==> src/rtl/mips_pkg.sv <==
// Shared MIPS pipeline definitions: widths, ALU flag bit positions, ALUCon opcodes,
// EX/MEM trap FSM states and the MEM/WB control bundle.
package mips_pkg;

  localparam int MIPS_DATA_W = 32;
  localparam int MIPS_FLAG_W = 3;
  localparam int MIPS_REG_W  = 5;

  // Bit positions inside the ALU Flag vector {underflow, overflow, div-by-zero}
  localparam int FLAG_DIVZ = 0;
  localparam int FLAG_OVF  = 1;
  localparam int FLAG_UNF  = 2;

  localparam logic [3:0] ALUCON_AND = 4'b0000;
  localparam logic [3:0] ALUCON_OR  = 4'b0001;
  localparam logic [3:0] ALUCON_ADD = 4'b0010;
  localparam logic [3:0] ALUCON_MUL = 4'b0011;
  localparam logic [3:0] ALUCON_DIV = 4'b0100;
  localparam logic [3:0] ALUCON_SUB = 4'b0110;
  localparam logic [3:0] ALUCON_SLT = 4'b0111;
  localparam logic [3:0] ALUCON_NOR = 4'b1100;

  typedef enum logic {
    RUN  = 1'b0,
    TRAP = 1'b1
  } ex_mem_state_t;

  typedef struct packed {
    logic reg_write;
    logic mem_read;
    logic mem_write;
    logic mem_to_reg;
  } ex_mem_ctrl_t;

  localparam ex_mem_ctrl_t CTRL_NOP = '0;

endpackage

==> src/rtl/ex_mem_trap_fsm.sv <==
// RUN/TRAP controller for the EX/MEM register: detects ALU faults, latches EPC/cause,
// emits the one-cycle entry pulse and tells the datapath when to squash.
module ex_mem_trap_fsm #(
  parameter int DATA_W = mips_pkg::MIPS_DATA_W,
  parameter int FLAG_W = mips_pkg::MIPS_FLAG_W
) (
  input  logic              clk,
  input  logic              rst_n,
  input  logic              stall_i,
  input  logic              flush_i,
  input  logic              exc_ack_i,
  input  logic              ex_valid_i,
  input  logic [FLAG_W-1:0] ex_flag_i,
  input  logic [DATA_W-1:0] ex_pc_i,
  output logic              squash_o,
  output logic              exc_pulse_o,
  output logic              exc_pending_o,
  output logic [DATA_W-1:0] epc_o,
  output logic [FLAG_W-1:0] cause_o
);
  import mips_pkg::*;

  ex_mem_state_t state, state_next;
  logic          trap_entry;

  // A fault only counts on an edge that actually captures the instruction.
  assign trap_entry = (state == RUN) && ex_valid_i && (ex_flag_i != '0)
                      && !stall_i && !flush_i;

  always_comb begin
    // NOTE: every always_comb output gets a default first so no latch is inferred.
    state_next = state;
    case (state)
      RUN:     if (trap_entry) state_next = TRAP;
      TRAP:    if (exc_ack_i)  state_next = RUN;
      default: state_next = RUN;
    endcase
  end

  // Squash covers the faulting instruction itself and everything captured while trapped,
  // including the instruction on the acknowledging edge.
  assign squash_o      = (state == TRAP) || trap_entry;
  assign exc_pending_o = (state == TRAP);

  always_ff @(posedge clk or negedge rst_n) begin
    if (!rst_n) begin
      state       <= RUN;
      exc_pulse_o <= 1'b0;
      epc_o       <= '0;
      cause_o     <= '0;
    end else begin
      // NOTE: sequential state uses non-blocking assignments so all registers update together.
      state       <= state_next;
      exc_pulse_o <= trap_entry;
      if (trap_entry) begin
        epc_o   <= ex_pc_i;
        cause_o <= ex_flag_i;
      end
    end
  end

endmodule

==> src/rtl/ex_mem_reg.sv <==
// EX/MEM pipeline register: holds ALU result, store data, destination and MEM/WB controls,
// with stall, flush, overflow trap squash and the MEM-stage forwarding qualifier.
module ex_mem_reg #(
  parameter int DATA_W = mips_pkg::MIPS_DATA_W,
  parameter int FLAG_W = mips_pkg::MIPS_FLAG_W,
  parameter int REG_W  = mips_pkg::MIPS_REG_W
) (
  input  logic              clk,
  input  logic              rst_n,
  input  logic              stall_i,
  input  logic              flush_i,
  input  logic              exc_ack_i,
  input  logic              ex_valid_i,
  input  logic [DATA_W-1:0] ex_result_i,
  input  logic [FLAG_W-1:0] ex_flag_i,
  input  logic [DATA_W-1:0] ex_store_data_i,
  input  logic [REG_W-1:0]  ex_write_reg_i,
  input  logic              ex_reg_write_i,
  input  logic              ex_mem_read_i,
  input  logic              ex_mem_write_i,
  input  logic              ex_mem_to_reg_i,
  input  logic [DATA_W-1:0] ex_pc_i,
  output logic              mem_valid_o,
  output logic [DATA_W-1:0] mem_result_o,
  output logic [DATA_W-1:0] mem_store_data_o,
  output logic [REG_W-1:0]  mem_write_reg_o,
  output logic              mem_reg_write_o,
  output logic              mem_mem_read_o,
  output logic              mem_mem_write_o,
  output logic              mem_mem_to_reg_o,
  output logic              fwd_valid_o,
  output logic              exc_pulse_o,
  output logic              exc_pending_o,
  output logic [DATA_W-1:0] epc_o,
  output logic [FLAG_W-1:0] cause_o
);
  import mips_pkg::*;

  ex_mem_ctrl_t ex_ctrl, mem_ctrl;
  logic         squash;

  assign ex_ctrl = '{reg_write:  ex_reg_write_i,
                     mem_read:   ex_mem_read_i,
                     mem_write:  ex_mem_write_i,
                     mem_to_reg: ex_mem_to_reg_i};

  ex_mem_trap_fsm #(
    .DATA_W(DATA_W),
    .FLAG_W(FLAG_W)
  ) u_trap_fsm (
    .clk          (clk),
    .rst_n        (rst_n),
    .stall_i      (stall_i),
    .flush_i      (flush_i),
    .exc_ack_i    (exc_ack_i),
    .ex_valid_i   (ex_valid_i),
    .ex_flag_i    (ex_flag_i),
    .ex_pc_i      (ex_pc_i),
    .squash_o     (squash),
    .exc_pulse_o  (exc_pulse_o),
    .exc_pending_o(exc_pending_o),
    .epc_o        (epc_o),
    .cause_o      (cause_o)
  );

  // Flush wins over stall; a squashed instruction becomes a full bubble.
  always_ff @(posedge clk or negedge rst_n) begin
    if (!rst_n) begin
      mem_valid_o      <= 1'b0;
      mem_result_o     <= '0;
      mem_store_data_o <= '0;
      mem_write_reg_o  <= '0;
      mem_ctrl         <= CTRL_NOP;
    end else if (flush_i || (!stall_i && squash)) begin
      mem_valid_o      <= 1'b0;
      mem_result_o     <= '0;
      mem_store_data_o <= '0;
      mem_write_reg_o  <= '0;
      mem_ctrl         <= CTRL_NOP;
    end else if (!stall_i) begin
      mem_valid_o      <= ex_valid_i;
      mem_result_o     <= ex_result_i;
      mem_store_data_o <= ex_store_data_i;
      mem_write_reg_o  <= ex_write_reg_i;
      mem_ctrl         <= ex_ctrl;
    end
  end

  assign mem_reg_write_o  = mem_ctrl.reg_write;
  assign mem_mem_read_o   = mem_ctrl.mem_read;
  assign mem_mem_write_o  = mem_ctrl.mem_write;
  assign mem_mem_to_reg_o = mem_ctrl.mem_to_reg;

  // $zero is never a forwarding source.
  assign fwd_valid_o = mem_valid_o && mem_reg_write_o && (mem_write_reg_o != '0);

endmodule

==> config.mk <==
export PLATFORM = sky130hd
export DESIGN_NAME = ex_mem_reg
export DESIGN_NICKNAME = d
export VERILOG_FILES = /design/src/rtl/mips_pkg.sv /design/src/rtl/ex_mem_trap_fsm.sv /design/src/rtl/ex_mem_reg.sv
export SDC_FILE = /design/constraint.sdc
export NUM_CORES = 1
export LEC_CHECK = 0
export BUFFER_PORTS_ARGS = -buffer_cell sky130_fd_sc_hd__buf_4
export CAP_MARGIN = 40
export CORE_MARGIN = 1.5
export CORE_UTILIZATION = 48
export CTS_CLUSTER_SIZE = 40
export DETAILED_ROUTE_END_ITERATION = 6
export GPL_TIMING_DRIVEN = 0
export PLACE_DENSITY = 0.93
export SETUP_SLACK_MARGIN = 0.05
export SLEW_MARGIN = 40
export SYNTH_ARGS = -nofsm -noshare
export SYNTH_HDL_FRONTEND = slang
export SYNTH_SLANG_ARGS = --single-unit
==> constraint.sdc <==
create_clock -name clk -period 4.7 [get_ports clk]
set_clock_uncertainty 0.1 [all_clocks]
set_input_delay 0.235 -clock clk [delete_from_list [all_inputs] [get_ports clk]]
set_output_delay 0.235 -clock clk [all_outputs]
set_load 0.05 [all_outputs]
# Yosys cells after proc, flatten, opt, wreduce, memory -nomap -nowiden
# Cells that the tools add are included.
# totals
output_inout_bits,112
input_bits,114
register_bits,111
wordCells,40
# op_classes
n_mux,13
reduce_logical,13
n_bitwise,1
n_eq_ne,1
# ops
cell,n
$mux 32,4
$mux 5,2
$mux 4,2
$logic_and 1x1->1,7
$reduce_bool 5->1,1
$mux 1,4
$reduce_bool 3->1,1
$logic_not 1->1,2
$logic_or 1x1->1,2
$ne 2x1->1 const B,1
$pmux 1 s2,1
$not 1->1,1

# Longest topological paths before layout
# depth
ltp_word,9
mapped_depth,5
mapped_depth_nobuf,4

# Cells and area by module
# A second synthesis with hierarchy kept.
# hier_totals
cells_unflattened,249
area_unflattened_um2,4255.3
# by_module_without_submodules
module,instances,cells_each,area_per_inst_um2,seq_area_each_um2
ex_mem_reg,1,168,2703.8,1851.8
ex_mem_trap_fsm,1,81,1551.5,925.9

# Least setup slack after synthesis
# OpenSTA, ideal clock, no wires.
# synth_path
kind,reg2reg
from,"reg u_trap_fsm.state, in the netlist u_trap_fsm.exc_pending_o"
to,reg u_trap_fsm.epc_o[10]
period_less_slack_ps,1847
setup_ps,125
stages_incl_launch_ff,6
required_time_ps,4475
setup_slack_ps,2853
arrival_ps,1622
path_buffers,1
path_cell_list,dfrtp_1 -> nor3_2 -> nand3_4 -> inv_4 -> buf_6 -> mux2_4
# synth_via
elab_chain_len,5
# synth_rtl
element,line_no,rtl
from (decl),ex_mem_trap_fsm.sv:23,"ex_mem_state_t state, state_next;"
from (signal assigned),ex_mem_trap_fsm.sv:53,state <= state_next;
$not 1->1,-,
$logic_and 1x1->1 (2 in a row),ex_mem_trap_fsm.sv:27,assign trap_entry = (state == RUN) && ex_valid_i && (ex_flag_i != '0)
$logic_and 1x1->1 (2 in a row),ex_mem_trap_fsm.sv:28,&& !stall_i && !flush_i;
to (signal assigned),ex_mem_trap_fsm.sv:56,epc_o <= ex_pc_i;
to (decl),ex_mem_trap_fsm.sv:18,"output logic [DATA_W-1:0] epc_o,"
# Every way passes these cells.
# A chain may end at the register's enable or synchronous reset.

# Worst setup path in the final report
# layout_path
from,reg mem_write_reg_o[1]
to,out fwd_valid_o
# layout_via
elab_chain_len,2
# layout_rtl
element,line_no,rtl
from (decl),ex_mem_reg.sv:26,"output logic [REG_W-1:0] mem_write_reg_o,"
from (signal assigned),ex_mem_reg.sv:84,mem_write_reg_o <= ex_write_reg_i;
$reduce_bool 5->1,ex_mem_reg.sv:95,assign fwd_valid_o = mem_valid_o && mem_reg_write_o && (mem_write_reg_o != '0);
$logic_and 1x1->1,ex_mem_reg.sv:95,
to (decl),ex_mem_reg.sv:31,"output logic fwd_valid_o,"
# Every way passes these cells.

==> metrics.md <==
| Metric | Value |
|---|---|
| NetSw | 940.9 uW |
| Via count | 3682 |
| Cell Int Power | 1.687 mW |
| Postcts setup bufs | 0 |
| Max Freq | 0.5092 GHz |
| Pre-antenna DRT Iters | 4 |
| GRT Util Overall | 30.28% |
| Maxcap violations | 0 |
| Vias in the first global route | 4030 |
| Initial core utilization | 50.20% |
| Die Span Y | 96.17 um |
| Final antenna-violating net count | 0 |
| Switch share | 35.80% |
| Die Area | 9248 um^2 |
| Clock Tree Root | clkbuf_8 |
| Post-CTS sizing | 0 |
| Slew Limit Fails | 0 |
| Status | completed |
| Post-route setup slack | 2.736 ns |
| Worst slew pin tran | 0.5734 ns |
| Drt initial violations | 149 |
| Largest net degree at the start of global routing | 112 |
| Num ports | 226 |
| Detailed Route WL | 14640 um |
| Setup TNS | 0 ns |
| CTS tree | yes |
| Comb pwr share | 34.9% |
| Fin crit share | 41.78% |
| Gr ovfl total | 0 |
| Clock Path Buffers | 2 |
| Clk network pwr share | 22.1% |
| CP Capture Type | output port |
| Power density cells | 365.1 nW/um^2 |
| FF+latch area | 2778 um^2 |
| Kind of critical path | register to output port |
| CP max stage cell | dfrtp_1 |
| Yosys cell types | 20 |
| ANT cells | 0 |
| Placer Congestion | 0.7745 |
| Area Overhead vs Synth | 72.76% |
| Peak VDD IR | 0.2156 mV |
| Hold Fails Final Rpt | 0 |
| Total CTS buffers | 9 |
| Synth Area per Inst | 16.60 um^2 |
| Wire per inst | 21.07 um |
| Syn Nets | 365 |
| Area of the multi-input gates | 1227 um^2 |
| Clock Pin Slew Worst Setup and Hold Paths | 0.10 ns |
| H-tree depth | 3 |
| Post-synthesis register bit count | 111 |
| Hold Crit Class | input pin to register |
| Final HPWL DP | 8542 um |
| RSZ-0062 raised after global routing | false |
| Crit path cell chain | or3_1 > o311a_1 > buf_4 |
| WP data required | 4.37 ns |
| LEAKAGE | 3.695 nW |
| Die width | 96.17 um |
| Buf+Inv Stages, Crit Path | 1 |
| Number of fill cells | 350 |
| Synth warn | 0 |
| Port bufs | 225 |
| Worst path max stage delay | 0.41 ns |
| Worst reg-to-reg setup slack | 2.86 ns |
| CORE AREA | 8299 um^2 |
| Clk sink count | 111 |
| Share of cells above drive strength 1 | 49.15% |
| Final layout net count | 700 |
| Minimum clock period | 1.964 ns |
| Via density | 5.298 |
| Drt drc | 0 |
| Row cnt | 33 |
| Fraction of the yosys area taken by sequential cells | 66.67% |
| Slew Limit Headroom | 61.77% |
| Flop pwr share | 43.0% |
| Final Setup Violations | 0 |
| CP Max Fanout | 3 |
| Worst slack, placed | 2.844 ns |
| Arrival @ worst endpoint | 1.63 ns |
| CP startpoint kind | register |
| Clk_lat worst skew | 0.35 ns |
| Cell area after synthesis | 4166 um^2 |
| Most common cell after layout, fill and taps aside | buf_4 |
| Top delay family on crit path | flip-flops |
| Synth Instances | 251 |
| Most frequent cells in the layout | buf_4, dfrtp_1, dlygate4sd3_1 |
| Initial antenna violation count | 0 |
| First-pass GRT wire length | 20570 um |
==> registers in the layout, summed over array words and instances, names as in the netlist, 3 cells and up <==
name,flops
mem_result_o,32
mem_store_data_o,32
u_trap_fsm.epc_o,32
mem_write_reg_o,5
u_trap_fsm.cause_o,3
==> layer usage <==
metal | up-vias | global-route usage (%) | share of wire (%)
met5 | - | 0 | 0
met4 | 0 | 15.69 | 3.8
met3 | 45 | 7.504 | 7.2
met2 | 180 | 53.93 | 53
met1 | 1851 | 33.16 | 36
li1 | 1606 | - | -
==> through the flow <==
step / util [%] / power [mW] / cells / hold slack [ns] / instance area (um^2)
6_report: 86.73 / 2.628 / 695 / 0.01468 / 7198
5_1_grt: 86.73 / 2.719 / 695 / 0.0004012 / 7198
4_1_cts: 85.56 / 2.600 / 687 / 0.0001680 / 7101
3_5_place_dp: 72.23 / 1.973 / 581 / 0.2524 / 5995
3_3_place_gp: 72.14 / 1.948 / 581 / 0.3167 / 5987
2_1_floorplan: - / 1.657 / 251 / -0.1606 / 4167
==> final timing paths <==
kind                                          start               endpoint  depth (start not counted)
max                              mem_write_reg_o[1]            fwd_valid_o                          3
min                                  ex_result_i[2]        mem_result_o[2]                          2
max reg2reg                u_trap_fsm.exc_pending_o   u_trap_fsm.epc_o[29]                          5
min reg2reg                   u_trap_fsm.cause_o[1]  u_trap_fsm.cause_o[1]                          1
max in group asynchronous                     rst_n    mem_store_data_o[6]                          3
min in group asynchronous                     rst_n   u_trap_fsm.epc_o[23]                          2
==> area by class of cell <==
class,count,area share (%)
Multi-Input combinational cell,119,17.05
Tap cell,105,1.825
Inverter,2,0.1391
Sequential cell,111,38.59
Clock buffer,11,1.964
Buffer,19,2.103
Clock inverter,4,0.7474
Timing Repair Buffer,324,37.58
==> power by group through the flow <==
stage,registers [mW],clock network [mW],logic (mW)
finish,1.13,0.580,0.918
floorplan,1.50,0,0.160
global route,1.14,0.629,0.953
CTS,1.12,0.580,0.899
detailed placement,1.14,0,0.834
global placement,1.13,0,0.820
==> cell usage after synthesis (all sizes together) <==
| library cell | n | share of area (%) |
|---|---|---|
| nand3 | 1 | 0.42 |
| dfrtp | 111 | 67 |
| a22o | 73 | 15 |
| o311a | 1 | 0.24 |
| a21boi | 1 | 0.18 |
| nor3 | 1 | 0.24 |
| a32o | 1 | 0.24 |
| o21ai | 2 | 0.24 |
| buf | 12 | 3.0 |
| or3 | 2 | 0.42 |
| inv | 2 | 0.24 |
| clkbuf | 7 | 0.63 |
| mux2 | 34 | 12 |
| nor2b | 1 | 0.15 |
| nand2 | 2 | 0.18 |
==> cell families (layout without fill, tap and decap cells) <==
kind of cell	after synthesis	count (layout)	synth area share [%]
and+or+nand+nor	7	7	1.412
AOI/OAI and AO/OA	78	78	16.25
buffers and inverters	21	360	3.874
DFF	111	111	66.67
muxes	34	34	11.80
==> what timing repair did <==
item	in CTS	in global routing
hold buffers	91	7
setup endpoints to repair	0	0
endpoints found under the hold margin	201	7
No activity file was read; power rests on OpenSTA's default activity.
